--- src/rtl/poci_pkg.sv ---
// ============================================================================
// Module      : poci_pkg
// Description : Shared widths and serializer state encoding for poci_regfile.
// Revision    : 1.0 - initial release
// ============================================================================
`default_nettype none

package poci_pkg;

    localparam int DATA_W    = 8;
    localparam int ADDR_W    = 8;
    localparam int BIT_CNT_W = 3;

    typedef enum logic [0:0] {
        IDLE  = 1'b0,
        SHIFT = 1'b1
    } poci_state_t;

endpackage

`default_nettype wire

--- src/rtl/poci_shifter.sv ---
// ============================================================================
// Module      : poci_shifter
// Description : MSB-first byte serializer; reloads back-to-back every 8 clocks.
// Revision    : 1.0 - initial release
// ============================================================================
`default_nettype none

module poci_shifter
    import poci_pkg::*;
(
    input  logic              sclk,
    input  logic              rstn,
    input  logic              frame_rstn,
    input  logic [DATA_W-1:0] load_data,
    output logic              poci,
    output logic              byte_done
);

    poci_state_t          state;
    logic [BIT_CNT_W-1:0] bit_cnt;
    logic [DATA_W-1:0]    shift_reg;
    logic                 arst_n;

    // A frame timeout abandons the current byte exactly like a full reset does.
    assign arst_n = rstn & frame_rstn;

    always_ff @(posedge sclk or negedge arst_n) begin
        if (!arst_n) begin
            state     <= IDLE;
            bit_cnt   <= '0;
            shift_reg <= '0;
            poci      <= 1'b0;
            byte_done <= 1'b0;
        end else begin
            if (state == IDLE || bit_cnt == '0) begin
                state     <= SHIFT;
                shift_reg <= {load_data[DATA_W-2:0], 1'b0};
                poci      <= load_data[DATA_W-1];
                bit_cnt   <= BIT_CNT_W'(1);
                byte_done <= 1'b0;
            end else begin
                shift_reg <= {shift_reg[DATA_W-2:0], 1'b0};
                poci      <= shift_reg[DATA_W-1];
                byte_done <= (bit_cnt == '1);
                bit_cnt   <= bit_cnt + BIT_CNT_W'(1);
            end
        end
    end

endmodule

`default_nettype wire

--- src/rtl/poci_regfile.sv ---
// ============================================================================
// Module      : poci_regfile
// Description : Configuration register bank with POCI read-back serializer.
//               Optional POCI_WRITE_COUNT_EN makes the top register a
//               read-only count of accepted writes.
// Revision    : 1.0 - initial release
// ============================================================================
`default_nettype none

module poci_regfile
    import poci_pkg::*;
#(
    parameter int NUM_REGS  = 16,
    parameter int BASE_ADDR = 1
) (
    input  logic                       sclk,
    input  logic                       rstn,
    input  logic                       frame_rstn,
    input  logic                       wr_en,
    input  logic [ADDR_W-1:0]          wr_addr,
    input  logic [DATA_W-1:0]          wr_data,
    input  logic [ADDR_W-1:0]          rd_addr,
    output logic                       poci,
    output logic                       byte_done,
    output logic                       addr_err,
    output logic [DATA_W*NUM_REGS-1:0] regs_flat
);

    localparam int unsigned ADDR_LO = BASE_ADDR;
    localparam int unsigned ADDR_HI = BASE_ADDR + NUM_REGS - 1;
    localparam int unsigned TOP     = NUM_REGS - 1;

    logic [DATA_W-1:0] regs [NUM_REGS];
    logic              wr_in_range;
    logic              rd_in_range;
    logic [ADDR_W-1:0] wr_idx;
    logic [ADDR_W-1:0] rd_idx;
    logic              wr_accept;
    logic [DATA_W-1:0] load_data;

    assign wr_in_range = (32'(wr_addr) >= ADDR_LO) && (32'(wr_addr) <= ADDR_HI);
    assign rd_in_range = (32'(rd_addr) >= ADDR_LO) && (32'(rd_addr) <= ADDR_HI);
    assign wr_idx      = wr_addr - ADDR_W'(BASE_ADDR);
    assign rd_idx      = rd_addr - ADDR_W'(BASE_ADDR);

`ifdef POCI_WRITE_COUNT_EN
    // Writes aimed at the counter are silently ignored: neither stored nor counted.
    assign wr_accept = wr_en && wr_in_range && (wr_idx != ADDR_W'(TOP));
`else
    assign wr_accept = wr_en && wr_in_range;
`endif

    always_ff @(posedge sclk or negedge rstn) begin
        if (!rstn) begin
            for (int i = 0; i < NUM_REGS; i++) begin
                regs[i] <= '0;
            end
            addr_err <= 1'b0;
        end else begin
            if (wr_en && !wr_in_range) begin
                addr_err <= 1'b1;
            end
            for (int i = 0; i < NUM_REGS; i++) begin
                if (wr_accept && wr_idx == ADDR_W'(i)) begin
                    regs[i] <= wr_data;
                end
            end
`ifdef POCI_WRITE_COUNT_EN
            if (wr_accept) begin
                regs[TOP] <= regs[TOP] + DATA_W'(1);
            end
`endif
        end
    end

    always_comb begin
        load_data = '0;
        for (int i = 0; i < NUM_REGS; i++) begin
            if (rd_in_range && rd_idx == ADDR_W'(i)) begin
                load_data = regs[i];
            end
        end
    end

    for (genvar g = 0; g < NUM_REGS; g++) begin : g_flat
        assign regs_flat[DATA_W*g +: DATA_W] = regs[g];
    end

    poci_shifter u_shifter (
        .sclk       (sclk),
        .rstn       (rstn),
        .frame_rstn (frame_rstn),
        .load_data  (load_data),
        .poci       (poci),
        .byte_done  (byte_done)
    );

endmodule

`default_nettype wire

--- config.mk ---
export PLATFORM = sky130hd
export DESIGN_NAME = poci_regfile
export DESIGN_NICKNAME = d
export VERILOG_FILES = /design/src/rtl/poci_pkg.sv /design/src/rtl/poci_shifter.sv /design/src/rtl/poci_regfile.sv
export SDC_FILE = /design/constraint.sdc
export NUM_CORES = 1
export LEC_CHECK = 0
export CORE_MARGIN = 2
export CORE_UTILIZATION = 45
export DETAILED_ROUTE_END_ITERATION = 8
export GPL_ROUTABILITY_DRIVEN = 1
export PLACE_DENSITY = 0.73
export SLEW_MARGIN = 20
export SYNTH_ARGS = -nofsm -noshare
export SYNTH_HDL_FRONTEND = slang
export SYNTH_SLANG_ARGS = --single-unit
export TNS_END_PERCENT = 30
--- constraint.sdc ---
create_clock -name sclk -period 3.5 [get_ports sclk]
set_clock_uncertainty 0.15 [all_clocks]
set_input_delay 0.7 -clock sclk [delete_from_list [all_inputs] [get_ports sclk]]
set_output_delay 0.7 -clock sclk [all_outputs]
set_load 0.02 [all_outputs]
Yosys cells after proc, flatten, opt, wreduce, memory -nomap -nowiden:

Cells that the tools add are included.

* bits in read-only memories: 0
* latch bits: 0
* register bits: 143
* input port bits: 28
* bits in writable memories: 0
* memories: 0
* logic and storage cells: 123
* output and inout bits: 131

* $mul: 0
* magnitude comparators: 4
* bitwise gates (word level): 2
* divide/modulo/power cells: 0
* eq/ne operators: 31
* shift-type cells: 0
* add/subtract/negate cells: 3
* reduce and logical (&&, ||, !) cells: 41
* muxes and demuxes: 20

Operators by type and width (number)
* 8-bit 2-to-1 mux: 17
* 8-bit by 4-bit == test with 1-bit output (second input constant): 16
* 8-bit by 3-bit == test with 1-bit output (second input constant): 8
* 1-bit logical AND: 36
* 8-bit by 2-bit == test with 1-bit output (second input constant): 4
* 8-bit by 1-bit == test with 1-bit output (second input constant): 2
* 8-bit by 1-bit >= comparator with 1-bit output (second input constant): 2
* 8-bit by 5-bit less-or-equal comparator with 1-bit output (second input constant): 2
* 8-bit zero test: 2
* 8-bit by 1-bit subtractor with 8-bit output (second input constant): 2
* 3-bit by 1-bit adder with 3-bit output (second input constant): 1
* 3-bit == test (second input constant): 1
* 3-bit zero test: 1
* 3-bit 2-to-1 mux: 1
* 1-bit 2-to-1 mux: 2
* 1-bit bitwise AND: 1
* 1-bit zero test: 1
* 1-bit logical OR: 1
* 1-bit inverter: 1

Depth between registers and ports, before layout:

Gate-level depths: netlist of the first run.

* depth after elaboration: 20
* mapped depth: 9
* depth with buffers taken out: 7

By module:

From an unflattened synthesis of the first run, not the netlist that was laid out.

* cell total of the unflattened synthesis: 574
* area total of the unflattened synthesis: 7064.3 sq um

By module, submodules not included
* poci_regfile: cells an instance 536, instances 1, sequential area each 3228.1 sq um, area each 6526.3 sq um
* poci_shifter: cells an instance 38, instances 1, sequential area each 325.3 sq um, area each 538.0 sq um

Worst setup path after synthesis of the first run:

No wires, ideal clock.

* kind: input to register
* from: input port rd_addr[7]
* to: register u_shifter.shift_reg[5]
* path slack: 1.068 ns
* data required time: 3.223 ns
* arrival time: 2.155 ns
* path buffers: 0
* cell stages on the path: 6
* path through: nor4_2 -> nand2_2 -> o21ai_0 -> o21ai_1 -> a2111oi_2 -> o21ai_1

* word-level cells in the longest chain between the ends: 20
* elaborated cells between the ends (all ways): 53
* classes of those cells: add/sub (1); order compare (2); eq/ne (15); mux (17); reduce/logical (18)

RTL lines
* start: declaration: RTL line poci_regfile.sv:22 `input logic [ADDR_W-1:0] rd_addr,`
* 8-bit by 1-bit subtractor with 8-bit output, or another cell as far along: RTL line poci_regfile.sv:44 `assign rd_idx = rd_addr - ADDR_W'(BASE_ADDR);`
* 8-bit zero test / 1-bit logical AND (equally long branches): RTL line poci_regfile.sv:79, poci_regfile.sv:42
* 1-bit logical AND: RTL line poci_regfile.sv:79 `if (rd_in_range && rd_idx == ADDR_W'(i)) begin`
* 8-bit 2-to-1 mux (15 in series): RTL line poci_regfile.sv:79
* 8-bit 2-to-1 mux (*): RTL line poci_regfile.sv:79
* 8-bit 2-to-1 mux (*): RTL line poci_shifter.sv:35 `if (state == IDLE || bit_cnt == '0) begin`
* end signal: assignment: RTL line poci_shifter.sv:37 `shift_reg <= {load_data[DATA_W-2:0], 1'b0};`
* end signal: assignment: RTL line poci_shifter.sv:42 `shift_reg <= {shift_reg[DATA_W-2:0], 1'b0};`
* end: declaration: RTL line poci_shifter.sv:21 `logic [DATA_W-1:0] shift_reg;`

Mark *: on every way between the ends. The rest lies on a longest branch, timed or not.
A chain may end at the register's enable or synchronous reset.

Final worst setup path of the first run:

* from: input port rd_addr[4]
* to: register u_shifter.shift_reg[7]

The elaborated chain is that of the path after synthesis.

==> metrics.txt, run 1 <==
run status=finished clean; kind of cell with the highest combined delay on the critical path=simple AND/OR/NAND/NOR gates; Clock Sinks=142; height of the die=128.9 um; # nets final=806; delay contributed by the slowest stage of the critical path=0.55 ns; vias in the first global route=6,024; CP max FO=18; total buffers and inverters traversed by the critical path=2; max FFs per register=128; Die Area=0.01662 mm2; power density of the placed cells=452.0 mW/mm2; cell with the largest stage delay on the worst path=clkdlybuf4s50_1; die width=128.9 um; clock root buffer master=clkbuf_16; maximum buffer depth of the clock tree=2; pin count of the biggest net entering global routing=80; CP Data Arrival Time=3.07 ns; Pre-Repair DR Iteration Count=7; synthesized netlist cell count=599; actual transition at the worst max-transition pin=0.9079 ns; number of inserted diodes=0; footprint of the multi-input gates=0.003271 mm2; Startpoint Class=primary input; critical path cell sequence=clkdlybuf4s50_1 > or4_1 > buf_4 > nor4_4 > a221oi_1 > o22ai_1 > o221ai_1 > a31oi_1; fraction of registers with async set or reset after synthesis=100.0%; number of CTS-inserted buffers=17; worst reg-to-reg setup slack=1.35 ns; distinct cell type count of the synthesized netlist=62; Max Freq=348.7 MHz; final count of pins violating max slew=0; leakage=4.301 nW; mean area per synthesized cell=11.72 um2; Post-DRT Antenna Nets=0; initial standard-cell utilization of the core=46.19%; most area-hungry cell type in the Yosys netlist=dfrtp_1; critical path class=in2reg; Period Utilization, post-route=81.95%; 1st-iter DRT viols=481; clock slew seen by the registers of the worst setup and hold paths=0.06 ns; Synth area leaders=dfrtp_1 (51%), mux2_2 (22%), mux2i_1 (2.4%), o21ai_0 (2.3%), a21oi_1 (1.6%); time the worst path needs with I/O delays and setup=2.868 ns; aggregate global-route resource usage=29.64%; most common cell in the netlist=dfrtp_1; area share of the largest cell type after synthesis=50.61%; Net Count, Synth=630; via-per-instance ratio=6.028; capturing element type of the critical path=flip-flop; fill cell instance count of the final layout=1,226; share of the yosys chip area belonging to registers=50.61%; PostCTS Resize Cnt=0; residual overflow from global routing=0; number of cell rows=45; H-Tree Depth=4; vias post-DR=5,877; sum of negative setup slack=0 ns; max-cap check violation count=0; post-detailed-placement half-perimeter wirelength=17,200 um; setup fix buffers added after clock tree synthesis=0; Hold Crit Class=in2async; CP Data Required Time=3.70 ns; combined flip-flop and latch cell area=0.003553 mm2; maximum ir drop on the vdd rail=0.3181 mV; Synth top cells by count=dfrtp_1 (142), mux2_2 (137), o21ai_0 (32), nand2_1 (27), nor2_1 (26); initial antenna violation count=0; dominant synthesized flop cell=dfrtp_1; Rel. slew slack=38.83%; Post-synth EDFFs=0; number of synthesized register bits=142; clock insertion delay at the later pin of the skew report=0.43 ns; Core Box Area=0.01520 mm2; count of pins on the block boundary=159; final WL=23,790 um; signed area change from the synthesized netlist to the final layout=36.12%; summed instance area of the synthesized netlist=0.007022 mm2; port buffer count=158; Warnings, synthesis=0; fraction of layout instances using a drive strength above 1=28.21%; first-pass GRT wire length=36,310 um; total power=0.004320 W; CTS hold repair buffers=0; end-of-flow core utilization=62.87%; number of failing hold endpoints at the final stage=0; RSZ-0062 raised after global routing=false; # DRC=0; Final Wtd Congestion=0.9129; average detailed-routed wire length per instance=24.40 um; number of setup violations in the final report=0; CTS tree=done
[kinds of logic after synthesis]
family	share of synthesized area (%)
AO/OA/AOI/OAI	10.23
XOR/XNOR	0.2495
adder cells (fa/ha/maj)	0.5346
buffers and inverters	2.815
flip-flops	50.61
multiplexers	24.39
other	0.05341
AND/OR/NAND/NOR	11.12
[metal layers]
layer | part of all wire, % | up-vias | global-route usage (%)
met3 | 7.0 | 36 | 6.944
met5 | 0 | - | 0
met1 | 44 | 2994 | 41.15
li1 | - | 2571 | -
met2 | 47 | 276 | 46.41
met4 | 1.7 | 0 | 9.271
[through the flow]
stage          cell area, um2  std cells  setup WS, ns  hold WS [ns]
3_3_place_gp             8946        944        0.2661        0.2958
4_1_cts                  9558        975        0.6411        0.2116
2_1_floorplan            7022        599         1.068        0.2544
6_report                 9558        975        0.6318        0.1772
5_1_grt                  9558        975        0.4507        0.2147
3_5_place_dp             8946        944        0.2089        0.2995
[worst reg2reg max path: stages, from the launching register on]
cell	delay, ns
dfrtp_1	0.40
inv_1	0.07
ha_1	0.14
inv_1	0.05
o21ai_0	0.70
o21ai_0	0.21
a21oi_1	0.18
o32a_1	0.19
[area by class of cell]
cell class / count / area share, %
clock buffer: 19 / 4.739
clock inverter: 12 / 1.663
inverter: 8 / 0.3142
multi-input combinational: 412 / 34.22
sequential: 142 / 37.18
tap: 188 / 2.461
timing repair buffer: 194 / 19.43
[worst paths after layout]
path	to	depth (start not counted)	start
max in group asynchronous	u_shifter.shift_reg[2]	2	frame_rstn
setup reg to reg	u_shifter.shift_reg[6]	7	u_shifter.bit_cnt[0]
min in group sclk	addr_err	1	addr_err
hold / removal	regs_flat[79]	2	rstn
hold reg to reg	addr_err	1	addr_err
setup / recovery	u_shifter.shift_reg[7]	8	rd_addr[4]
[placed cells by master (no fill, tap or decap), drive strengths merged, types with 3 or more instances in the layout]
master	n
nand3b	3
bufinv	3
nor4	8
a2111oi	5
o22ai	5
nor3	15
and3	5
nand4	6
o21ai	34
a211oi	8
a32oi	5
clkdlybuf4s50	156
nor2b	7
dfrtp	142
a211o	3
ha	3
buf	38
nand2	28
a21oi	22
o21a	4
clkinv	5
clkbuf	19
or3	4
nor2	28
nand3	20
mux2	137
and2	7
mux2i	17
inv	10
nand2b	5
[power by group]
group          switching, W  total, W  internal [W]
Sequential        0.0000816   0.00182       0.00173
Combinational      0.000348  0.000629      0.000281
Clock              0.000716   0.00188       0.00116
Total               0.00115   0.00432       0.00317
Note: power is estimated with default switching activity, not from simulation.
==> inputs of run 2 (changes only) <==
==> constraint.sdc (replaced) <==
create_clock -name sclk -period 2.8 [get_ports sclk]
set_clock_uncertainty 0.15 [all_clocks]
set_input_delay 0.56 -clock sclk [delete_from_list [all_inputs] [get_ports sclk]]
set_output_delay 0.56 -clock sclk [all_outputs]
set_load 0.02 [all_outputs]
==> run 2 against run 1 <==
  * Register-to-register slack got worse by 0.65 ns
  * Total power increased by 30%
  * Utilization increased by 2.9 points
  * Worst setup slack got worse by 0.51 ns
  * Design area increased by 4.7%
  * Critical path depth unchanged
==> metrics.txt, run 2 (synthesis results as in run 1) <==
critical path cell sequence=clkdlybuf4s50_1 > nor2b_1 > a22oi_1 > o32ai_1 > a21oi_1 > a2111oi_0 > buf_4 > o32a_1; cell with the largest stage delay on the worst path=a2111oi_0; most frequent cells in the layout=clkdlybuf4s50_1 (156), dfrtp_1 (142), mux2_2 (137); delay contributed by the slowest stage of the critical path=0.67 ns (+0.12 ns); clock slew seen by the registers of the worst setup and hold paths=0.06 ns (about the same); CTS tree=done; 1st-iter DRT viols=458 (-4.8%); RSZ-0062 raised after global routing=false; clock insertion delay at the later pin of the skew report=0.43 ns (about the same); pin count of the biggest net entering global routing=75 (-6.3%); H-Tree Depth=4 (unchanged); maximum ir drop on the vdd rail=0.3976 mV (+25%); Hold Crit Class=reg2reg; initial antenna violation count=0 (unchanged); CP Data Arrival Time=2.89 ns (-0.18 ns); average detailed-routed wire length per instance=23.64 um (-3.1%); Final Wtd Congestion=0.9165 (+0.39%); power density of the placed cells=561.7 mW/mm2 (+24%); # DRC=0 (unchanged); CP Data Required Time=3.01 ns (-0.69 ns); number of CTS-inserted buffers=17 (unchanged); aggregate global-route resource usage=30.17% (+0.53 points); via-per-instance ratio=5.951 (-1.3%); first-pass GRT wire length=37,140 um (+2.3%); max-cap check violation count=0 (unchanged); final count of pins violating max slew=0 (unchanged); total power=0.005620 W (+30%); Startpoint Class=primary input; Max Freq=372.9 MHz; port buffer count=158 (unchanged); signed area change from the synthesized netlist to the final layout=42.50%; kind of cell with the highest combined delay on the critical path=compound AO/OA/AOI/OAI gates; time the worst path needs with I/O delays and setup=2.682 ns; final WL=24,190 um (+1.7%); Area after DPL=0.009341 mm2 (+4.4%); leakage=4.563 nW (+6.1%); vias in the first global route=6,252 (+3.8%); actual transition at the worst max-transition pin=0.8777 ns (-0.03023 ns); Pre-Repair DR Iteration Count=5 (-2); number of failing hold endpoints at the final stage=0 (unchanged); height of the die=128.9 um (unchanged); sum of negative setup slack=0 ns (unchanged); final non-filler cell area=0.01001 mm2 (+4.7%); Rel. slew slack=40.87% (+2.0 points); clock root buffer master=clkbuf_16; maximum buffer depth of the clock tree=2 (unchanged); critical path class=in2reg; CP max FO=4 (-14); run status=finished clean; number of setup violations in the final report=0 (unchanged); count of pins on the block boundary=159 (unchanged); max FFs per register=128 (unchanged); vias post-DR=6,088 (+3.6%); die width=128.9 um (unchanged); number of cell rows=45 (unchanged); Cells after DPL=990 (+4.9%); Setup crit start=rd_addr[3]; Die Area=0.01662 mm2 (unchanged); fraction of layout instances using a drive strength above 1=31.98% (+3.8 points); total buffers and inverters traversed by the critical path=2 (unchanged); final std cells w/o fill=1,023 (+4.9%); Post-DRT Antenna Nets=0 (unchanged); residual overflow from global routing=0 (unchanged); initial standard-cell utilization of the core=46.19% (unchanged); number of inserted diodes=0 (unchanged); PostCTS Resize Cnt=0 (unchanged); post-detailed-placement half-perimeter wirelength=17,650 um (+2.6%); RR Startpoint=regs_flat[13]; hold path start=addr_err; Clock Sinks=142 (unchanged); # nets final=853 (+5.8%); capturing element type of the critical path=flip-flop; Period Utilization, post-route=95.77%; Core Box Area=0.01520 mm2 (unchanged); leading cell type in the layout, fill and taps excluded=clkdlybuf4s50_1
[run 2: changes by cell type in the layout (fill, tap and decap cells not counted), sizes merged]
cell	before	now
buf	38	84
dlygate4sd3	0	1
clkbuf	19	20
bufinv	3	5
clkinvlp	2	0
[run 2: path summary, 6_finish.rpt]
kind                                     endpoint  slack, ns  cells past startpoint
setup / recovery           u_shifter.shift_reg[6]       0.12                      8
hold / removal                           addr_err       0.31                      1
setup reg to reg           u_shifter.shift_reg[6]       0.70                      6
hold reg to reg                          addr_err       0.31                      1
max in group asynchronous  u_shifter.shift_reg[3]       1.14                      3
min in group asynchronous           regs_flat[86]       0.43                      2
[run 2: per-layer routing]
layer	up-vias	GRT usage, %	wire length [um]
met2	278	47.53	11440
met1	3108	42.48	10820
li1	2664	-	-
met3	38	5.821	1415
met5	-	0	0
met4	0	9.335	508
[run 2: area by class of cell]
type / count / area (um2)
clock inverters: 12 / 207.7
inverters: 8 / 30.03
multi-input cells: 412 / 3271
well taps: 188 / 235.2
clock buffers: 20 / 446.7
repair buffers: 241 / 2262
fillers: 1171 / 5196
flip-flops and latches: 142 / 3553
[run 2: per-stage QoR]
step	hold slack, ns	utilization (%)	worst slack, ns
global route	0.3629	65.82	0.009801
global placement	0.2963	61.45	-0.3143
detailed placement	0.2961	61.45	-0.2863
floorplan	0.1144	-	0.5077
CTS	0.3187	65.82	0.1419
finish	0.3133	65.82	0.1185
[run 2: what timing repair did]
item                                   CTS  global route
setup buffers                            0             0
hold buffers                             1             0
endpoints found under the hold margin   21             0
[run 2: where the power goes]
group | internal, W | switching [W]
Combinational | 0.000385 | 0.000446
Clock | 0.00161 | 0.000905
Sequential | 0.00217 | 0.000103
Total | 0.00417 | 0.00145
[run 2: worst reg2reg max path: cells and delay by family, from the launching register on]
kind	cells	cell delay [ns]
AOI/OAI and AO/OA	4	1.17
DFF	1	0.38
buffers and inverters	1	0.22
muxes	1	0.11
